**config.mk**
```make
export PLATFORM = sky130hd
export DESIGN_NAME = pipelined_shifter
export DESIGN_NICKNAME = d
export VERILOG_FILES = /design/src/rtl/shifter_pkg.sv /design/src/rtl/shift_level.sv /design/src/rtl/pipelined_shifter.sv
export SDC_FILE = /design/constraint.sdc
export NUM_CORES = 1
export LEC_CHECK = 0
export BUFFER_PORTS_ARGS = -buffer_cell sky130_fd_sc_hd__clkbuf_2
export CORE_ASPECT_RATIO = 0.9
export CORE_MARGIN = 2
export CORE_UTILIZATION = 35
export CTS_CLUSTER_SIZE = 8
export DETAILED_ROUTE_END_ITERATION = 8
export PLACE_DENSITY = 0.54
export RECOVER_POWER = 100
export REMOVE_ABC_BUFFERS = 1
export SYNTH_ARGS = -nofsm -noshare
export SYNTH_HDL_FRONTEND = slang
export SYNTH_SLANG_ARGS = --single-unit
```
**constraint.sdc**
```tcl
create_clock -name clk -period 2.95 [get_ports clk]
set_input_delay 0.1475 -clock clk [delete_from_list [all_inputs] [get_ports clk]]
set_output_delay 0.1475 -clock clk [all_outputs]
set_load 0.05 [all_outputs]
```
**src/rtl/shifter_pkg.sv**
```systemverilog
// Shared definitions for the pipelined log-shifter.
//   - op codes (the two LSBs line up with the legacy SLLI/SRLI/SRAI encoding)
//   - level_first/level_last: which mux levels a given pipeline stage owns
package shifter_pkg;

   localparam logic [2:0] OP_SLL = 3'b000;
   localparam logic [2:0] OP_SRL = 3'b001;
   localparam logic [2:0] OP_SRA = 3'b010;
   localparam logic [2:0] OP_ROL = 3'b011;
   localparam logic [2:0] OP_ROR = 3'b100;
   // 3'b101..3'b111 pass the operand through unchanged

   // Levels are spread as evenly as possible; with stages <= shw every
   // stage owns at least one level.
   function automatic int level_first(input int stage, input int shw, input int stages);
      return (stage * shw) / stages;
   endfunction

   function automatic int level_last(input int stage, input int shw, input int stages);
      return ((stage + 1) * shw) / stages - 1;
   endfunction

endpackage

```
**src/rtl/shift_level.sv**
```systemverilog
// One combinational level of the log-shifter: shifts/rotates by 2^LEVEL
// when en is set, otherwise passes data through.
//   data   : operand entering this level
//   en     : shamt bit for this level
//   op     : operation code (shifter_pkg OP_*)
//   sign   : original operand MSB, used as SRA fill
//   result : operand leaving this level
module shift_level
   import shifter_pkg::*;
#(
   parameter int WIDTH = 32,
   parameter int LEVEL = 0
) (
   input  logic [WIDTH-1:0] data,
   input  logic             en,
   input  logic [2:0]       op,
   input  logic             sign,
   output logic [WIDTH-1:0] result
);

   localparam int AMT = 1 << LEVEL;

   always_comb begin
      result = data;
      if (en) begin
         case (op)
            OP_SLL:  result = {data[WIDTH-AMT-1:0], {AMT{1'b0}}};
            OP_SRL:  result = {{AMT{1'b0}}, data[WIDTH-1:AMT]};
            OP_SRA:  result = {{AMT{sign}}, data[WIDTH-1:AMT]};
            OP_ROL:  result = {data[WIDTH-AMT-1:0], data[WIDTH-1:WIDTH-AMT]};
            OP_ROR:  result = {data[AMT-1:0], data[WIDTH-1:AMT]};
            default: result = data;
         endcase
      end
   end

endmodule

```
**src/rtl/pipelined_shifter.sv**
```systemverilog
// Pipelined shift/rotate unit with valid/ready flow control.
// log2(WIDTH) mux levels are split across PIPE_STAGES register stages;
// latency equals PIPE_STAGES, throughput one result per cycle.
//   clk, rst            : clock, async active-high reset
//   in_valid/in_ready   : request handshake
//   in_data/in_shamt    : operand and unsigned shift amount
//   in_op               : SLL/SRL/SRA/ROL/ROR, others pass through
//   in_tag              : sideband returned with the result
//   out_valid/out_ready : result handshake
//   out_data/out_tag    : result and its tag
module pipelined_shifter
   import shifter_pkg::*;
#(
   parameter int WIDTH       = 32,
   parameter int PIPE_STAGES = 2,
   parameter int TAG_W       = 5
) (
   input  logic                     clk,
   input  logic                     rst,
   input  logic                     in_valid,
   output logic                     in_ready,
   input  logic [WIDTH-1:0]         in_data,
   input  logic [$clog2(WIDTH)-1:0] in_shamt,
   input  logic [2:0]               in_op,
   input  logic [TAG_W-1:0]         in_tag,
   output logic                     out_valid,
   input  logic                     out_ready,
   output logic [WIDTH-1:0]         out_data,
   output logic [TAG_W-1:0]         out_tag
);

   localparam int SHW = $clog2(WIDTH);

   if ((WIDTH < 8) || (WIDTH > 64) || ((1 << SHW) != WIDTH)) begin : g_bad_width
      $error("pipelined_shifter: WIDTH must be a power of two in 8..64");
   end
   if ((PIPE_STAGES < 1) || (PIPE_STAGES > SHW)) begin : g_bad_stages
      $error("pipelined_shifter: PIPE_STAGES must be in 1..log2(WIDTH)");
   end

   // Control that travels with each entry; the sign bit is captured once
   // at entry so SRA fill does not depend on intermediate data.
   typedef struct packed {
      logic [SHW-1:0] shamt;
      logic [2:0]     op;
      logic           sign;
   } ctl_t;

   logic [PIPE_STAGES-1:0] vld_pipe;
   logic [PIPE_STAGES:0]   ld;
   logic [WIDTH-1:0]       data_q  [PIPE_STAGES];
   logic [TAG_W-1:0]       tag_q   [PIPE_STAGES];
   ctl_t                   ctl_src [PIPE_STAGES];

   // Load-enable ripples back from the consumer: a stage may load when it
   // is empty or its downstream neighbour is loading this cycle.
   always_comb begin
      ld = '0;
      ld[PIPE_STAGES] = out_ready;
      for (int s = PIPE_STAGES - 1; s >= 0; s--)
         ld[s] = !vld_pipe[s] || ld[s+1];
   end

   for (genvar s = 0; s < PIPE_STAGES; s++) begin : g_stage
      localparam int LO = level_first(s, SHW, PIPE_STAGES);
      localparam int HI = level_last(s, SHW, PIPE_STAGES);
      localparam int NL = HI - LO + 1;

      logic [WIDTH-1:0] src_data;
      logic [TAG_W-1:0] src_tag;
      logic             src_vld;
      logic [WIDTH-1:0] lvl [NL+1];

      if (s == 0) begin : g_head
         assign src_data   = in_data;
         assign src_tag    = in_tag;
         assign src_vld    = in_valid;
         assign ctl_src[0] = {in_shamt, in_op, in_data[WIDTH-1]};
      end else begin : g_body
         assign src_data = data_q[s-1];
         assign src_tag  = tag_q[s-1];
         assign src_vld  = vld_pipe[s-1];
      end

      assign lvl[0] = src_data;
      for (genvar l = 0; l < NL; l++) begin : g_lvl
         shift_level #(
            .WIDTH (WIDTH),
            .LEVEL (LO + l)
         ) u_lvl (
            .data   (lvl[l]),
            .en     (ctl_src[s].shamt[LO+l]),
            .op     (ctl_src[s].op),
            .sign   (ctl_src[s].sign),
            .result (lvl[l+1])
         );
      end

      always_ff @(posedge clk or posedge rst) begin
         if (rst) begin
            vld_pipe[s] <= 1'b0;
            data_q[s]   <= '0;
            tag_q[s]    <= '0;
         end else if (ld[s]) begin
            vld_pipe[s] <= src_vld;
            data_q[s]   <= lvl[NL];
            tag_q[s]    <= src_tag;
         end
      end

      // The last stage has no consumer for op/shamt/sign, so only inner
      // boundaries carry control forward.
      if (s < PIPE_STAGES - 1) begin : g_ctl
         ctl_t ctl_q;
         always_ff @(posedge clk or posedge rst) begin
            if (rst)        ctl_q <= '0;
            else if (ld[s]) ctl_q <= ctl_src[s];
         end
         assign ctl_src[s+1] = ctl_q;
      end
   end

   assign in_ready  = ld[0];
   assign out_valid = vld_pipe[PIPE_STAGES-1];
   assign out_data  = data_q[PIPE_STAGES-1];
   assign out_tag   = tag_q[PIPE_STAGES-1];

endmodule

```
==> impl_summary.md, run 1 <==
Layout
At the end of the flow, the number of nets in the layout was 1038. The relative area change from synthesis to final layout is 13.7%. In the final layout, the share of cells above drive strength 1 is 13.8%. The area of the multi-input gates is 4730 um^2. The number of antenna repair diodes is 0. The filler cell count is 2206. The area occupied by registers is 2080 um^2.

Route
The via total after detailed routing is 8227. The pre-antenna-repair detailed-routing pass consisted of 6 iterations. The number of DRC markers in iteration 0 is 962. The residual antenna-violating net count after detailed routing is 0. The detailed-route DRC error count is 0. Dividing the detail-routed wire length by the instance count gives 21.6 um. The routed design has 27600 um of wire. The detail-routed via count per cell is 6.43.

Floorplanning
The die covers 22200 um^2. For this configuration, the core starts out at a cell density of 35.6%. The placeable core region is 20700 um^2. The horizontal extent of the die is 157 um. Pin placement for this block handled 88 I/O pins. The number of rows in the core area is 50.

In this run the vertical extent of the chip is 142 um.

STA
The max-slew violation count is 39. The final hold violation count came to 0. The final critical-path required period is 2.71 ns.

After layout, the worst path uses 91.8% of the clock period. The final-report setup violation count is 0. The actual transition at the worst max-transition pin is 1.83 ns. The setup TNS is 0 ns. For this run, the top clock speed supported by timing is 369 MHz. The relative slew slack is -22.5%. The final worst setup slack is 0.241 ns. On the final layout, the worst clock skew is 0.0107 ns. Setup repair after global routing left no endpoint under its margin.

Setup path
The critical path data required time is 3.19 ns. The endpoint type of the worst setup path is a register. The launching element type of the critical path is a register. STA puts the critical path data arrival time at 2.95 ns. The critical register-to-register path startpoint is ctl_src[3]. The critical path in this run is classified as register to register.

The most critical setup path has its startpoint at ctl_src[3]. Of all nets on the critical path, the largest fanout is 22.

Min path
The start point of the worst hold path is in_shamt[2]. The path class of the tightest hold or removal check is input pin to register.

Clock tree
The maximum count of clock buffers along a single path is 2. TritonCTS created 9 clock buffers. The clock tree from TritonCTS is done. For this design, the CTS-stage hold fixing added 8 buffers. The clock-pin slew reported for the worst setup and hold paths after clock tree synthesis is 0.07 ns. The H-tree depth is 3. The tree is rooted in a sky130_fd_sc_hd__clkbuf_16. The clock reaches the later pin of the worst-skew pair after 0.36 ns. The clock sink total is 83. The quantity of gates resized following cts is 0.

The number of setup buffers added after CTS is 0.

Global routing
Global routing used 24.8% of the available tracks. The first-pass GRT wire length is 43500 um. The total overflow left after global routing is 0. The number of antenna violations at the first check in global routing is 0. The largest net degree at the start of global routing is 46. The number of global-route vias before repair came to 7609.

Power and ir drop
For this design the ratio of total power to cell area is 668 nW/um^2. The maximum resistive drop on vdd is 0.000282 V. For this design the static power due to leakage is 3.26 nW.

Outcome
The run finished, with violations left. The checks that failed: capacitance limit, slew limit.

Logic synthesis
Counting flops and latches in the post-synthesis netlist gives 83. After synthesis, the most frequently instantiated cells are 108 x sky130_fd_sc_hd__nor2_1, 90 x sky130_fd_sc_hd__nand2_1, 83 x sky130_fd_sc_hd__dfrtp_1. The most repeated cell in the gate-level netlist after synthesis is sky130_fd_sc_hd__nor2_1. The synthesized netlist occupies a cell area of 7370 um^2.

In this run the biggest area consumer among cell types represents 28.2% of the synthesized area. The number of distinct library cell variants in the gate-level netlist after synthesis is 80. Of all flip-flops after synthesis, the portion carrying an async set or reset was 100%.

The flip-flop cell with the highest count after synthesis is sky130_fd_sc_hd__dfrtp_1. The portion of the post-synthesis area used by sequential elements is 28.2%. The count of flip-flops with a built-in enable after synthesis is 0. Sorting the synthesized cells by area gives the leading types as sky130_fd_sc_hd__dfrtp_1 28%, sky130_fd_sc_hd__nor2_1 5.5%, sky130_fd_sc_hd__a221oi_1 5.5%. The largest area contributor in the netlist is sky130_fd_sc_hd__dfrtp_1. In this run the mean area of a mapped cell was 7.77 um^2. Synthesis produced 949 cells. The Yosys warning count is 0.

Placed design
Prior to clock tree synthesis, the placed netlist has a worst setup slack of 0.334 ns. After legalization and detailed placement, the total HPWL measured 19900 um. During placement, the flow inserted port buffers numbering 87. The final weighted congestion in routability-driven placement is 0.986.

Flow run
The tool flagged a number of max-cap violations equal to 1.
==> cell type report <==
| cell class | count | share of cell area (%) |
|---|---|---|
| tap | 286 | 4.27 |
| sequential | 83 | 24.8 |
| timing repair buffer | 139 | 9.75 |
| multi-input combinational | 737 | 56.5 |
| clock buffer | 9 | 2.69 |
| clock inverter | 7 | 1.11 |
| inverter | 19 | 0.866 |
==> worst paths after layout <==
| kind | endpoint | cells after the start | slack (ns) |
|---|---|---|---|
| setup / recovery | out_data[24] | 9 | 0.24 |
| hold / removal | ctl_src[6] | 3 | 0.01 |
| setup reg to reg | out_data[24] | 9 | 0.24 |
| hold reg to reg | out_tag[0] | 2 | 0.47 |
| max in group asynchronous | ctl_src[6] | 3 | 1.22 |
| min in group asynchronous | ctl_src[7] | 3 | 0.76 |
==> worst max-delay path, cell delays in order (launching register included) <==
cell	delay, ns
sky130_fd_sc_hd__dfrtp_2	0.60
sky130_fd_sc_hd__buf_4	0.26
sky130_fd_sc_hd__clkbuf_1	0.22
sky130_fd_sc_hd__o21ai_2	0.29
sky130_fd_sc_hd__nand2_1	0.18
sky130_fd_sc_hd__buf_4	0.27
sky130_fd_sc_hd__nand4_1	0.32
sky130_fd_sc_hd__o22ai_1	0.22
sky130_fd_sc_hd__a21oi_1	0.06
sky130_fd_sc_hd__and3_1	0.18
==> cell families (layout without fill, tap and decap cells) <==
kind of cell    Yosys count  after routing  share of synthesized area, %
compound gates          422            422                          41.2
simple gates            281            281                          17.9
buf+inv                 129            174                          7.67
flops                    83             83                          28.2
mux                      25             25                          3.57
xor+xnor                  5              5                         0.951
fa+ha+maj                 4              4                         0.543
==> power breakdown <==
part / leakage [nW] / internal [mW] / switching, mW
Sequential: 0.968 / 1.40 / 0.353
Clock: 0.156 / 0.682 / 0.531
Combinational: 2.13 / 0.797 / 1.84
Total: 3.26 / 2.87 / 2.72
==> sequential cells by signal, indices dropped and copies added, names as in the netlist <==
name and flops:
ctl_src 7, g_stage.src_data 32, g_stage.src_tag 5, g_stage.src_vld 1, out_data 32, out_tag 5, out_valid 1
==> metal layers <==
metal,wire (um),vias up,track usage (%)
li1,-,3774,-
met1,12400,4001,36.0
met2,12300,398,37.2
met3,2190,54,4.95
met4,707,0,7.53
met5,0,-,0
==> placed cells by master (no fill, tap or decap), drive strengths merged, types with 8 or more instances in the layout <==
master / count
nor2: 109
clkbuf: 101
nand2: 90
dfrtp: 83
a21oi: 61
o21ai: 53
a221oi: 47
a211oi: 45
o22ai: 40
buf: 39
o31ai: 25
inv: 23
a22oi: 22
o221ai: 20
mux2i: 15
a31oi: 14
nand3: 14
a21o: 13
o211ai: 12
nand4b: 10
a21boi: 10
mux2: 10
nand4: 8
a211o: 8
dlygate4sd3: 8
and2: 8
==> stage by stage <==
stage | hold slack [ns] | utilization (%) | power [mW] | area (um^2) | instances
floorplan | 0.256 | - | 3.49 | 6880 | 839
global placement | 0.266 | 39.0 | 4.40 | 8070 | 1256
detailed placement | 0.269 | 39.0 | 4.39 | 8070 | 1256
CTS | 0.0102 | 40.9 | 5.63 | 8470 | 1280
global route | 0.0234 | 40.5 | 5.87 | 8380 | 1280
finish | 0.0109 | 40.5 | 5.59 | 8380 | 1280
Note: power is estimated with default switching activity, not from simulation.
==> inputs of run 2 (changes only) <==
--- a/config.mk
+++ b/config.mk
@@ -9,6 +9,7 @@
 export CORE_ASPECT_RATIO = 0.9
 export CORE_MARGIN = 2
 export CORE_UTILIZATION = 35
+export CTS_BUF_LIST = sky130_fd_sc_hd__clkbuf_4
 export CTS_CLUSTER_SIZE = 8
 export DETAILED_ROUTE_END_ITERATION = 8
 export PLACE_DENSITY = 0.54
==> run 2 against run 1 <==
- cell count up 0.55%
- the run still ends with capacitance limit, slew limit left
- critical path depth down 2
- clock power down 36%
- sequential share of layout area up 0.36 points
- highest routed layer unchanged
- global-route usage up 0.11 points
- via count down 0.38%
==> impl_summary.md, run 2 (synthesis gave the netlist of run 1 again) <==
Global routing
The residual overflow from global routing is 0. The first global-routing pass estimated 43700 um of wire. Entering global routing, the biggest net connects 46 pins. The number of global-route vias before repair is 7613. The number of antenna violations at the first check in global routing came to 2. Across every metal layer, demand over resource in global routing totals 25.0%.

Route
Using the TritonRoute via totals, the vias-per-cell ratio works out to 6.37. In this run, the number of DRC markers left after iteration 0 of detailed routing was 899. Once detail routing completed, the nets flagged for antenna violations numbered 0. In the routed design, unresolved DRC markers number 0. The first TritonRoute pass finished after 5 iterations.

The overall routed net length is 27600 um. The routed layout has 8196 vias. The post-detailed-route wirelength per cell is 21.4 um.

STA
Across the routed clock network, the largest skew measured is 0.0306 ns. The final worst setup slack is 0.190 ns. The clock period could shrink to 2.76 ns. Setup violations remaining at the end of the flow were counted as 0. The actual transition at the worst max-transition pin is 1.79 ns. The highest clock rate is 362 MHz. The max-slew violation count was 40. The final hold violation count is 0.

Setup repair after global routing left no endpoint under its margin. The worst pin sits at a relative slew slack of -19.8%. The portion of the clock cycle consumed by the worst path in the final layout is 93.6%.

Floorplanning
The floorplan step set the die height to 142 um. The die covers 22200 um^2. The horizontal extent of the die is 157 um. The placeable core region is 20700 um^2. The initial utilization of the core area, before any placement, comes to 35.6%.

After floorplanning, the core was divided into 50 placement rows. Pin placement for this block handled 88 I/O pins.

Setup path
The classification of the worst setup path is register to register. The worst flop-to-flop path endpoint is out_data[30]. The launching element type of the critical path is a register. On the critical path, the stage with the largest delay is an instance of sky130_fd_sc_hd__dfrtp_1.

On the worst path, the slowest cell contributes a delay of 0.69 ns. Walking the worst path, the cells encountered are buf_4 -> xor2_2 -> nor2_1 -> o221ai_1 -> a21bo_2 -> o21ai_0 -> a221oi_1. Together, buffers and inverters on the worst path number 1.

The arrival time of the worst setup path is 3.17 ns. Across all register-to-register paths, the minimum setup slack is 0.19 ns. The critical path data required time is 3.36 ns. In this run the critical register-to-register path is launched from ctl_src[2].

The peak fanout along the critical path is 14. Counting cells, the worst reg-to-reg path comes to 7. The kind of cell adding the most delay to the critical path is compound AO/OA/AOI/OAI gates.

STA classifies the critical path endpoint as a register.

Clock tree
After clock tree synthesis, the clock-pin slew on the worst setup and hold paths is 0.17 ns. The clock tree from TritonCTS is done. The latest clock arrival within the worst-skew pair is 0.51 ns.

The H-tree depth is 3. The maximum count of clock buffers along a single path is 2. The total CTS buffers is 9. In this run the clock root is driven by a sky130_fd_sc_hd__clkbuf_4. The clock sink total is 83.

Placed design
The worst setup timing slack at the placement stage is 0.334 ns. Port buffering added 87 buffers. The congestion estimate from routability-driven global placement came to 0.986. Once detailed placement completed, the half-perimeter wirelength came to 19900 um.

Layout
Measured on the finished design, the core utilization comes to 39.9%. At the end of the flow, the number of nets in the layout was 1042. The library cell used most frequently in the layout, excluding fill and tap cells, is sky130_fd_sc_hd__nor2_1. Of the cells placed in the final design, the portion with a size suffix greater than 1 is 13.6%. The relative area change from synthesis to final layout is 12.1%. The top cell types in the final layout, fill and taps aside, are 108 x sky130_fd_sc_hd__nor2_1, 89 x sky130_fd_sc_hd__nand2_1, 81 x sky130_fd_sc_hd__dfrtp_1.

Outcome
The final reports fail on capacitance limit, slew limit. The flow ran to the end, but the final reports show violations.

Power and ir drop
The worst-case IR drop observed on VDD is 0.000282 V. The power density over the cells is 623 nW/um^2. For this design the static power due to leakage is 3.20 nW.

Min path
The number of cells traversed by the worst hold path is 3. The hold-critical path endpoint is ctl_src[1]. In this run the most critical hold path is launched from in_op[0]. The path class of the tightest hold or removal check is input pin to register.

Flow run
The max-capacitance violation count is 1.
==> run 2: worst register-to-register path, cell delays in order, from the launching register on <==
cell                       delay [ns]
sky130_fd_sc_hd__dfrtp_1         0.69
sky130_fd_sc_hd__buf_4           0.31
sky130_fd_sc_hd__xor2_2          0.20
sky130_fd_sc_hd__nor2_1          0.54
sky130_fd_sc_hd__o221ai_1        0.28
sky130_fd_sc_hd__a21bo_2         0.25
sky130_fd_sc_hd__o21ai_0         0.11
sky130_fd_sc_hd__a221oi_1        0.29
==> run 2: worst max path at each step <==
| stage | start | endpoint | slack [ns] | cells after the start |
|---|---|---|---|---|
| final | ctl_src[2] | out_data[30] | 0.19 | 7 |
| after global routing | ctl_src[2] | out_data[30] | 0.03 | 7 |
| after CTS | ctl_src[2] | out_data[5] | 0.33 | 7 |
| after detailed placement | ctl_src[1] | out_data[6] | 0.33 | 7 |
| after global placement | ctl_src[1] | out_data[27] | 0.31 | 8 |
| after floorplan | in_op[0] | g_stage[1].src_data[29] | -1.57 | 6 |
==> run 2: layout make-up <==
| class | instances | area [um^2] |
|---|---|---|
| Sequential cell | 83 | 2080 |
| Timing Repair Buffer | 143 | 851 |
| Multi-Input combinational cell | 737 | 4730 |
| Antenna cell | 3 | 7.51 |
| Inverter | 19 | 72.6 |
| Tap cell | 286 | 358 |
| Fill cell | 2229 | 12400 |
| Clock buffer | 9 | 67.6 |
| Clock inverter | 7 | 92.6 |
==> run 2: repair_timing <==
item | CTS | global route
endpoints found under the hold margin | 49 | 0
hold buffers | 12 | 0
resized for setup | 0 | 0
setup buffers | 0 | 0
==> run 2: routing by layer <==
metal | vias up | wire, um | GRT usage, %
met5 | - | 0 | 0
met4 | 0 | 596 | 7.82
met3 | 40 | 1910 | 4.70
met2 | 370 | 12400 | 37.3
met1 | 4016 | 12700 | 36.3
li1 | 3770 | - | -
==> run 2: stage by stage <==
stage          instance area, um^2  setup TNS [ns]  hold slack (ns)  power [mW]  cells
2_1_floorplan                 6880          -55.37            0.256        3.49    839
3_3_place_gp                  8070               0            0.266        4.40   1256
3_5_place_dp                  8070               0            0.269        4.39   1256
4_1_cts                       8350               0           0.0401        5.18   1284
5_1_grt                       8260               0           0.0628        5.41   1287
6_report                      8260               0           0.0544        5.14   1287
==> run 2: power breakdown <==
part           internal, mW  switching (mW)  total, mW  leakage, nW
Combinational         0.798            1.84       2.63         2.14
Clock                 0.282           0.487      0.770       0.0866
Sequential             1.39           0.348       1.74        0.968
Total                  2.47            2.67       5.14         3.20
